==> src/rtl/aha_code_bus_arbiter.sv <==
// Two-master AHB-Lite arbiter for the CM3 code-region SRAM.
// M0 = merged I-Code/D-Code, M1 = boot/image loader. A master that loses
// arbitration has its address phase captured and replayed later.
module aha_code_bus_arbiter #(
    parameter int ADDR_WIDTH    = 32,
    parameter int DATA_WIDTH    = 32,
    parameter int M1_MAX_CONSEC = 4
) (
    input  logic                  HCLK,
    input  logic                  HRESET,
    input  logic [1:0]            M0_HTRANS,
    input  logic [2:0]            M0_HSIZE,
    input  logic                  M0_HWRITE,
    input  logic [ADDR_WIDTH-1:0] M0_HADDR,
    input  logic [DATA_WIDTH-1:0] M0_HWDATA,
    output logic                  M0_HREADY,
    output logic [1:0]            M0_HRESP,
    output logic [DATA_WIDTH-1:0] M0_HRDATA,
    input  logic [1:0]            M1_HTRANS,
    input  logic [2:0]            M1_HSIZE,
    input  logic                  M1_HWRITE,
    input  logic [ADDR_WIDTH-1:0] M1_HADDR,
    input  logic [DATA_WIDTH-1:0] M1_HWDATA,
    output logic                  M1_HREADY,
    output logic [1:0]            M1_HRESP,
    output logic [DATA_WIDTH-1:0] M1_HRDATA,
    output logic                  S_HSEL,
    output logic [1:0]            S_HTRANS,
    output logic [2:0]            S_HSIZE,
    output logic                  S_HWRITE,
    output logic [ADDR_WIDTH-1:0] S_HADDR,
    output logic [DATA_WIDTH-1:0] S_HWDATA,
    output logic                  S_HREADY,
    input  logic                  S_HREADYOUT,
    input  logic [1:0]            S_HRESP,
    input  logic [DATA_WIDTH-1:0] S_HRDATA
);

    typedef enum logic [1:0] {OWN_NONE, OWN_M0, OWN_M1} owner_e;

    typedef struct packed {
        logic [2:0]            size;
        logic                  write;
        logic [ADDR_WIDTH-1:0] addr;
    } xfer_t;

    typedef struct packed {
        logic  v;
        xfer_t x;
    } hold_t;

    hold_t      hold0_q, hold0_d, hold1_q, hold1_d;
    xfer_t      last_q, last_d;
    owner_e     owner_q, owner_d;
    logic [3:0] consec_q, consec_d;

    logic  live0, live1, cand0, cand1, grant0, grant1, win_valid;
    xfer_t cand0_x, cand1_x, win_x;

    logic unused_bits;
    assign unused_bits = ^{M0_HTRANS[0], M1_HTRANS[0], S_HRESP[1]};

    // Request detection and grant decision
    always_comb begin
        // The owner's new address phase only counts once its data phase completes
        live0   = !HRESET && M0_HTRANS[1] && !hold0_q.v && (owner_q != OWN_M0 || S_HREADYOUT);
        live1   = !HRESET && M1_HTRANS[1] && !hold1_q.v && (owner_q != OWN_M1 || S_HREADYOUT);
        cand0   = hold0_q.v || live0;
        cand1   = hold1_q.v || live1;
        cand0_x = hold0_q.v ? hold0_q.x : '{size: M0_HSIZE, write: M0_HWRITE, addr: M0_HADDR};
        cand1_x = hold1_q.v ? hold1_q.x : '{size: M1_HSIZE, write: M1_HWRITE, addr: M1_HADDR};
        grant1  = S_HREADYOUT && cand1 && !(cand0 && consec_q == 4'(M1_MAX_CONSEC));
        grant0  = S_HREADYOUT && cand0 && !grant1;
        win_valid = grant0 || grant1;
        win_x     = grant1 ? cand1_x : cand0_x;
    end

    // Next-state: hold capture/clear, starvation counter, data-phase owner
    always_comb begin
        hold0_d = hold0_q;
        if (grant0)     hold0_d.v = 1'b0;
        else if (live0) hold0_d = '{v: 1'b1, x: cand0_x};

        hold1_d = hold1_q;
        if (grant1)     hold1_d.v = 1'b0;
        else if (live1) hold1_d = '{v: 1'b1, x: cand1_x};

        consec_d = consec_q;
        if (!cand0 || grant0) consec_d = '0;
        else if (grant1)      consec_d = consec_q + 4'd1;

        owner_d = owner_q;
        if (S_HREADYOUT) begin
            if (grant0)      owner_d = OWN_M0;
            else if (grant1) owner_d = OWN_M1;
            else             owner_d = OWN_NONE;
        end

        last_d = win_valid ? win_x : last_q;
    end

    // State registers
    always_ff @(posedge HCLK or posedge HRESET) begin
        if (HRESET) begin
            hold0_q  <= '0;
            hold1_q  <= '0;
            last_q   <= '0;
            owner_q  <= OWN_NONE;
            consec_q <= '0;
        end else begin
            hold0_q  <= hold0_d;
            hold1_q  <= hold1_d;
            last_q   <= last_d;
            owner_q  <= owner_d;
            consec_q <= consec_d;
        end
    end

    // Slave-side address/data phase and master-side response routing
    always_comb begin
        S_HTRANS  = win_valid ? 2'b10 : 2'b00;
        S_HSEL    = win_valid;
        S_HSIZE   = win_valid ? win_x.size  : last_q.size;
        S_HWRITE  = win_valid ? win_x.write : last_q.write;
        S_HADDR   = win_valid ? win_x.addr  : last_q.addr;
        S_HREADY  = S_HREADYOUT;
        S_HWDATA  = '0;
        M0_HREADY = !(hold0_q.v || (live0 && !grant0));
        M0_HRESP  = '0;
        M0_HRDATA = '0;
        M1_HREADY = !(hold1_q.v || (live1 && !grant1));
        M1_HRESP  = '0;
        M1_HRDATA = '0;
        case (owner_q)
            OWN_M0: begin
                S_HWDATA  = M0_HWDATA;
                M0_HREADY = S_HREADYOUT;
                M0_HRESP  = {1'b0, S_HRESP[0]};
                M0_HRDATA = S_HRDATA;
            end
            OWN_M1: begin
                S_HWDATA  = M1_HWDATA;
                M1_HREADY = S_HREADYOUT;
                M1_HRESP  = {1'b0, S_HRESP[0]};
                M1_HRDATA = S_HRDATA;
            end
            default: ;
        endcase
    end

endmodule

==> config.mk <==
export PLATFORM = sky130hd
export DESIGN_NAME = aha_code_bus_arbiter
export DESIGN_NICKNAME = d
export VERILOG_FILES = /design/src/rtl/aha_code_bus_arbiter.sv
export SDC_FILE = /design/constraint.sdc
export NUM_CORES = 1
export LEC_CHECK = 0
export CAP_MARGIN = 25
export CORE_MARGIN = 2
export CORE_UTILIZATION = 35
export DETAILED_ROUTE_END_ITERATION = 8
export PLACE_DENSITY = 0.68
export SLEW_MARGIN = 10
export SYNTH_ARGS = -nofsm -noshare
export SYNTH_HDL_FRONTEND = slang
export SYNTH_SLANG_ARGS = --single-unit
==> constraint.sdc <==
create_clock -name HCLK -period 5.9 [get_ports HCLK]
set_clock_uncertainty 0.1 [all_clocks]
set_input_delay 1.77 -clock HCLK [delete_from_list [all_inputs] [get_ports HCLK]]
set_output_delay 1.77 -clock HCLK [all_outputs]
set_load 0.005 [all_outputs]
After elaboration in Yosys (flattened, before gate mapping) --
Index checks and enable logic that the tools add are counted.
Storage, ports and cells: bits in registers 116, bits of input ports 177, word-level logic and storage cells 78
Operators by class: reduce and logical (&&, ||, !) cells 35, add/sub/neg operators 1, bitwise logic cells 2, mux-type cells 22, equal/unequal tests 5
Operator list (number):
- $mux 36 | 3
- $mux 32 | 3
- $mux 37 | 2
- $pmux 32 s2 | 1
- $logic_and 1x1->1 | 13
- $logic_not 1->1 | 9
- $logic_or 1x1->1 | 8
- $mux 4 | 2
- $mux 1 | 7
- $mux 2 | 3
- $reduce_bool 2->1 | 3
- $add 4x1->4 const B | 1
- $eq 4x3->1 const B | 1
- $reduce_and 2->1 | 2
- $mux 3 | 1
- $eq 2x1->1 const B | 1
- $eq 2x2->1 const B | 1
- $ne 2x1->1 const B | 1
- $ne 2x2->1 const B | 1
- $not 1->1 | 2

Depth between registers and ports, before layout --
Gate-level depths: netlist of the first run.
word-level depth 15, depth in mapped cells 8, depth with buffers taken out 6

Worst setup path before layout of the first run --
Ideal clock, no wire load.
path kind input-to-output, from input port M0_HTRANS[1], to output port S_HADDR[10], stages on the path 5, buffers on the path 1, slack 1272 ps, required time 4030 ps, data arrival time 2758 ps, cells stage by stage nor2b_1 > or2_2 > nand3_2 > buf_2 > o221ai_1
On the way: cells in the longest elaborated chain, start to end 11, elaborated cells on any way between the ends 13, those cells by class mux (2); reduce/logical (11)
Ends and longest elaborated chain:
- start, declared | RTL line 11 | input logic [1:0] M0_HTRANS,
- $logic_and 1x1->1 (*) (3 in series) | RTL line 66 | live0 = !HRESET && M0_HTRANS[1] && !hold0_q.v && (owner_q != OWN_M0 || S_HREADYOUT);
- $logic_or 1x1->1 (*) | RTL line 68 | cand0 = hold0_q.v || live0;
- $logic_and 1x1->1 | RTL line 72 | grant1 = S_HREADYOUT && cand1 && !(cand0 && consec_q == 4'(M1_MAX_CONSEC));
- $logic_not 1->1 | RTL line 72
- $logic_and 1x1->1 | RTL line 72
- $logic_not 1->1 | RTL line 73 | grant0 = S_HREADYOUT && cand0 && !grant1;
- $logic_and 1x1->1 | RTL line 73
- $logic_or 1x1->1 | RTL line 74 | win_valid = grant0 || grant1;
- $mux 32 (*) | RTL line 125 | S_HADDR = win_valid ? win_x.addr : last_q.addr;
- end, declared | RTL line 31 | output logic [ADDR_WIDTH-1:0] S_HADDR,
Mark *: on every way between the ends. The rest lies on a longest branch, timed or not.

Worst setup path in the final report of the first run --
from input port M1_HTRANS[1], to output port S_HADDR[4]
On the way: cells in the longest elaborated chain, start to end 10, elaborated cells on any way between the ends 11, those cells by class mux (2); reduce/logical (9)
Ends and longest elaborated chain:
- start, declared | RTL line 19 | input logic [1:0] M1_HTRANS,
- $logic_and 1x1->1 (*) (3 in series) | RTL line 67 | live1 = !HRESET && M1_HTRANS[1] && !hold1_q.v && (owner_q != OWN_M1 || S_HREADYOUT);
- $logic_or 1x1->1 (*) | RTL line 69 | cand1 = hold1_q.v || live1;
- $logic_and 1x1->1 (*) (2 in series) | RTL line 72
- $logic_not 1->1 | RTL line 73
- $logic_and 1x1->1 | RTL line 73
- $logic_or 1x1->1 | RTL line 74
- $mux 32 (*) | RTL line 125
Marks and branches as above.

==> metrics, run 1 <==
status=complete, no violations; sequential power share=0.352; Hold Path End=hold1_q[26]$_DFFE_PP0P_; die height=about 140 um; drt pass-1 iters=4; antenna cells=0; Switch Pwr=just under 1000 uW; Final nets=~1100; Worst-Margin Slew=a little over 0.8 ns; worst-skew pair later-pin latency=0.42 ns; grt total ovfl=0; final hold violations=0; R2R Path Start=hold0_q[36]$_DFFE_PP0P_; port bufs=~310; synth unique cells=45; width of the chip=139 um; first-pass GRT wire length=between 30000 and 40000 um; Reg2Reg Depth=5; Reg2Reg Setup Slack=~2.7 ns; H-tree Lvls=4; Initial Utilization=0.356; FP Rows=49; Post-DP Area=9700 um^2; io pins=~320; Placer Congestion=about 0.99; synthesized area per cell=about 11 um^2; number of synthesized register bits=between 100 and 150; DRT iter0 DRCs=~240; cell area power density=330 nW/um^2; P_leak=between 0.004 and 0.005 uW; CTS tree=yes; CP required=4.03 ns; critical path type=primary input to primary output; Max-Cap Viols=0; CP Capture Type=primary output; Setup WS pre-CTS=roughly 0.13 ns; area grow syn2layout=63.0%; sw frac=0.280; mean routed wirelength per cell=~20 um; Via density=just over 5; crit-path cells=clkdlybuf4s50_1, nor2b_2, o21ai_1, nand3_2, buf_12, o221ai_1, clkdlybuf4s50_1; final setup violation count=0; Global Route Usage Sum=0.234; Worst setup SP type=primary input; post-cts sizing count=0; initial antenna violation count=0; final worst path period share=0.981; core area=17900 um^2; Gate Count Post-Synth=~570; Fin Hold WS=approximately 0.38 ns; most frequent cells in the layout=clkdlybuf4s50_1, dfrtp_1, mux2i_1, and2_1, mux2_1; DR DRC count=0; layout cells sized above 1=0.112; Final WS setup=between 0.1 and 0.15 ns; detailed placer's ending HPWL=16700 um; vias in the first global route=~6000; largest net degree at the start of global routing=74; fin crit period=5.79 ns; Metal-1 WL=10000 um; Int Pwr=~2500 uW; Hold Crit Class=flop to flop; met3 wire len=1700 um; Clk pwr share=0.313; unrepaired setup endpoints after global routing=no; sum of negative setup slack=0 ns; Comb pwr share=0.334; R2R Path End=hold1_q[33]$_DFFE_PP0P_; postcts setup bufs=0; fin area=10400 um^2; largest stage delay on the critical path=0.57 ns; Num CTS Buffers=17; vias=roughly 5700; Clock Tree Buf Depth=2; CP Max Fanout=27; yosys warns=0; WHS Path Cells=1; Root Buffer=clkbuf_16; most common cell after layout, fill and taps aside=clkdlybuf4s50_1; Routed Antenna Nets=0; DR WL met2=approximately 11000 um; FMAX=around 170 MHz; die area=19300 um^2; Worst EP arrival=3.92 ns; Slew headroom=0.452; register area share after synthesis=0.455; Max VDD drop=between 0.2 and 0.25 mV; max-slew violation count=0; most frequent CP cell=clkdlybuf4s50_1; top sig layer=met4; sink count of the clock tree=between 100 and 150; Post-CTS Hold Fix Bufs=0; clk slew on worst S/H paths=~0.05 ns; Cell Area, Synth=roughly 6400 um^2; CP max-delay cell=clkdlybuf4s50_1; final WL=between 20000 and 25000 um; worst hold start=hold1_q[26]$_DFFE_PP0P_
==> synth_stat cells, drive strengths merged <==
library cell  number  area share
a2111oi            1      0.0016
a211o              1      0.0014
a21boi             1      0.0012
a21o               1      0.0012
a21oi              3      0.0041
a22o               1      0.0014
a22oi             32       0.038
a31oi              2      0.0020
a32oi              1      0.0014
and2              67       0.066
and3               1     0.00098
and3b              1      0.0014
buf               31       0.033
clkbuf            20       0.012
conb               1     0.00059
dfrtp            116        0.46
ha                 4      0.0078
inv                7      0.0041
mux2              74        0.13
mux2i             70        0.11
nand2             40       0.024
nand2b             3      0.0029
nand3              3      0.0039
nand3b             1      0.0018
nand4              1     0.00098
nand4b             2      0.0027
nor2              34       0.020
nor2b              2      0.0024
nor3b              1      0.0012
o211ai             3      0.0043
o21ai              7      0.0055
o21ba              1      0.0016
o221ai            36       0.049
o31ai              1      0.0033
or2                4      0.0039
==> cell type report <==
type	instances	area (um^2)
Clock buffer	25	505
Clock inverter	7	119
Fill cell	1482	7510
Inverter	7	28.8
Multi-Input combinational cell	402	3190
Sequential cell	116	2910
Tap cell	229	287
Timing Repair Buffer	334	3360
==> cells by family after synthesis <==
family	count (synthesis)	synth area share
buffers and inverters	58	0.0486
adders and majority gates	4	0.00785
DFF	116	0.455
AOI/OAI and AO/OA	91	0.116
muxes	144	0.240
and+or+nand+nor	160	0.131
other	1	0.000588
==> metrics by stage <==
step / cells / total power [uW] / util
CTS: 1117 / 3450 / 0.577
global route: 1120 / 3630 / 0.581
global placement: 1085 / 2310 / 0.542
detailed placement: 1085 / 2360 / 0.542
finish: 1120 / 3430 / 0.581
floorplan: 576 / 1750 / -
==> power by group through the flow <==
stage	clock network [uW]	logic, uW	registers, uW
after floorplan	0	597	1160
after global placement	0	1110	1200
after detailed placement	0	1140	1220
after CTS	1100	1150	1210
after global routing	1140	1240	1250
final	1070	1150	1210
==> state kept, by name, indices dropped and copies added, names as in the netlist <==
register / count
owner_q: 2
hold0_q: 37
last_q: 36
hold1_q: 37
consec_q: 4
==> worst max-delay path by stage <==
stage                      start                 endpoint  slack [ns]
floorplan                 HRESET  consec_q[0]$_DFFE_PP0P_        0.96
global placement          HRESET              S_HADDR[27]        0.14
detailed placement        HRESET               S_HSIZE[2]        0.13
CTS                       HRESET              S_HADDR[30]        0.11
global route        M1_HTRANS[1]              S_HADDR[27]        0.03
finish              M1_HTRANS[1]               S_HADDR[4]        0.11
==> worst max-delay path, delay by kind of cell <==
kind                   cells  cell delay [ns]
AO/OA/AOI/OAI              2             0.57
AND/OR/NAND/NOR            2             0.36
buffers and inverters      3             1.21
==> layer usage <==
metal,GRT usage,vias to the layer above
met5,0,-
met4,0.0516,0
met3,0.0794,23
met2,0.375,214
met1,0.309,2810
li1,-,2673
(Power assumes the default switching activity.)
==> run 2, diff against run 1 <==
--- a/config.mk
+++ b/config.mk
@@ -6,7 +6,7 @@
 export NUM_CORES = 1
 export LEC_CHECK = 0
 export CAP_MARGIN = 25
-export CORE_MARGIN = 2
+export CORE_MARGIN = 3
 export CORE_UTILIZATION = 35
 export DETAILED_ROUTE_END_ITERATION = 8
 export PLACE_DENSITY = 0.68
==> constraint.sdc (replaced) <==
create_clock -name HCLK -period 6.7 [get_ports HCLK]
set_clock_uncertainty 0.1 [all_clocks]
set_input_delay 2.01 -clock HCLK [delete_from_list [all_inputs] [get_ports HCLK]]
set_output_delay 2.01 -clock HCLK [all_outputs]
set_load 0.005 [all_outputs]
==> run 2 against run 1 <==
Total power is 10% lower. First-iteration DRC count increased by 4.1%. Critical path type unchanged. Cell area hardly changed. Combinational power is 10% lower.
==> metrics, run 2 (synthesis gave the netlist of run 1 again) <==
status=complete, no violations (unchanged); die area=19900 um^2 (was 19300 um^2); Placed Cells=1075 (was 1085); first-pass GRT wire length=34900 um (about the same); die height=141 um (was 139 um); mean routed wirelength per cell=20.7 um (was 20.3 um); post-route insts no fill=1112 (was 1120); grt total ovfl=0 (unchanged); Post-CTS Hold Fix Bufs=0 (unchanged); final worst path period share=0.980; total power=3080 uW (was 3430 uW); port bufs=312 (unchanged); largest net degree at the start of global routing=79 (was 74); biggest regs=hold0_q x37, hold1_q x37, last_q x36 (unchanged); postcts setup bufs=0 (unchanged); H-tree Lvls=4 (unchanged); io pins=319 (unchanged); CP Max Fanout=29 (was 27); detailed placer's ending HPWL=16800 um (was 16700 um); final setup violation count=0 (unchanged); Root Buffer=clkbuf_16 (unchanged); Global Route Usage Sum=0.228 (was 0.234); cell area power density=297 nW/um^2 (was 330 nW/um^2); Max VDD drop=0.190 mV (was 0.232 mV); most frequent cells in the layout=clkdlybuf4s50_1, dfrtp_1, mux2i_1, and2_1, mux2_1 (unchanged); initial antenna violation count=1 (was 0); max-slew violation count=0 (unchanged); width of the chip=141 um (was 139 um); critical path type=primary input to primary output (unchanged); CTS tree=yes (unchanged); final core occ=0.591 (was 0.581); most common cell after layout, fill and taps aside=clkdlybuf4s50_1 (unchanged); Via density=5.17 (was 5.11); FMAX=about 150 MHz; Worst-Margin Slew=0.796 ns (was 0.822 ns); final hold violations=0 (unchanged); Worst setup SP type=primary input (unchanged); drt pass-1 iters=4 (unchanged); CP Capture Type=primary output (unchanged); FP Rows=48 (was 49); worst-skew pair later-pin latency=0.41 ns (was 0.42 ns); DRT iter0 DRCs=252 (was 242); Routed Antenna Nets=0 (unchanged); sink count of the clock tree=116 (unchanged); layout cells sized above 1=0.110 (was 0.112); Slew headroom=0.469 (was 0.452); Placer Congestion=0.961 (was 0.986); Final nets=1053 (was 1059); Hold Crit Class=flop to flop (unchanged); area grow syn2layout=62.9% (was 63.0%); Num CTS Buffers=17 (unchanged); core area=17600 um^2 (was 17900 um^2); Worst EP arrival=4.45 ns (was 3.92 ns); vias in the first global route=6100 (was 5985); vias=5754 (was 5720); P_leak=0.00423 uW (about the same); fin crit period=roughly 6.6 ns; Max-Cap Viols=0 (unchanged); sum of negative setup slack=0 ns (unchanged); CP required=4.59 ns (was 4.03 ns); Clock Tree Buf Depth=2 (unchanged); Initial Utilization=0.362 (was 0.356); final WL=23000 um (was 22700 um); unrepaired setup endpoints after global routing=no (unchanged); clk slew on worst S/H paths=0.05 ns (about the same); Final WS setup=0.136 ns (was 0.112 ns); DR DRC count=0 (unchanged); Setup WS pre-CTS=0.188 ns (was 0.129 ns); post-cts sizing count=0 (unchanged)
-- run 2: changes by cell type in the layout (fill, tap and decap cells not counted), sizes merged --
cell	previous run	this run
bufinv	3	5
clkinv	2	5
diode	0	2
clkbuf	25	20
buf	22	16
-- run 2: final timing paths --
kind	startpoint	end	slack [ns]	cells after the start
setup / recovery	HRESET	S_HADDR[3]	0.14	8
hold / removal	hold1_q[13]$_DFFE_PP0P_	hold1_q[13]$_DFFE_PP0P_	0.38	1
setup reg to reg	hold1_q[36]$_DFFE_PP0P_	hold0_q[34]$_DFFE_PP0P_	3.61	5
hold reg to reg	hold1_q[13]$_DFFE_PP0P_	hold1_q[13]$_DFFE_PP0P_	0.38	1
max in group asynchronous	HRESET	hold0_q[36]$_DFFE_PP0P_	3.43	5
min in group asynchronous	HRESET	owner_q[1]$_DFFE_PP0P_	1.90	3
-- run 2: metal layers --
metal | GRT usage | wire (um) | vias to the layer above | part of all wire
met2 | 0.371 | 11000 | 195 | 0.48
met4 | 0.0745 | 497 | 2 | 0.022
li1 | - | - | 2668 | -
met1 | 0.281 | 9680 | 2849 | 0.42
met3 | 0.0862 | 1840 | 40 | 0.080
met5 | 0 | 13 | - | 0.00056
-- run 2: critical path, stage by stage --
cell	delay [ns]
clkdlybuf4s50_1	0.43
buf_4	0.17
nor2b_1	0.30
or2_2	0.23
nand3_2	0.09
buf_4	0.29
o221ai_1	0.36
clkdlybuf4s50_1	0.56
-- run 2: report_power, final --
group | internal, uW | leakage [uW] | switching (uW)
clock network | 689 | 0.000322 | 318
registers | 940 | 0.00141 | 109
logic | 596 | 0.00250 | 431
-- run 2: area by class of cell --
class / count / area, um^2
sequential: 116 / 2910
antenna: 2 / 5.00
clock buffer: 20 / 467
tap: 225 / 282
fill: 1469 / 7210
clock inverter: 12 / 201
timing repair buffer: 328 / 3310
multi-input combinational: 402 / 3190
inverter: 7 / 28.8
-- run 2: stage by stage --
| step | hold WS [ns] | area (um^2) |
|---|---|---|
| 6_report | 0.384 | 10400 |
| 5_1_grt | 0.398 | 10400 |
| 4_1_cts | 0.388 | 10300 |
| 3_5_place_dp | 0.374 | 9650 |
| 3_3_place_gp | 0.366 | 9650 |
| 2_1_floorplan | 0.358 | 6390 |
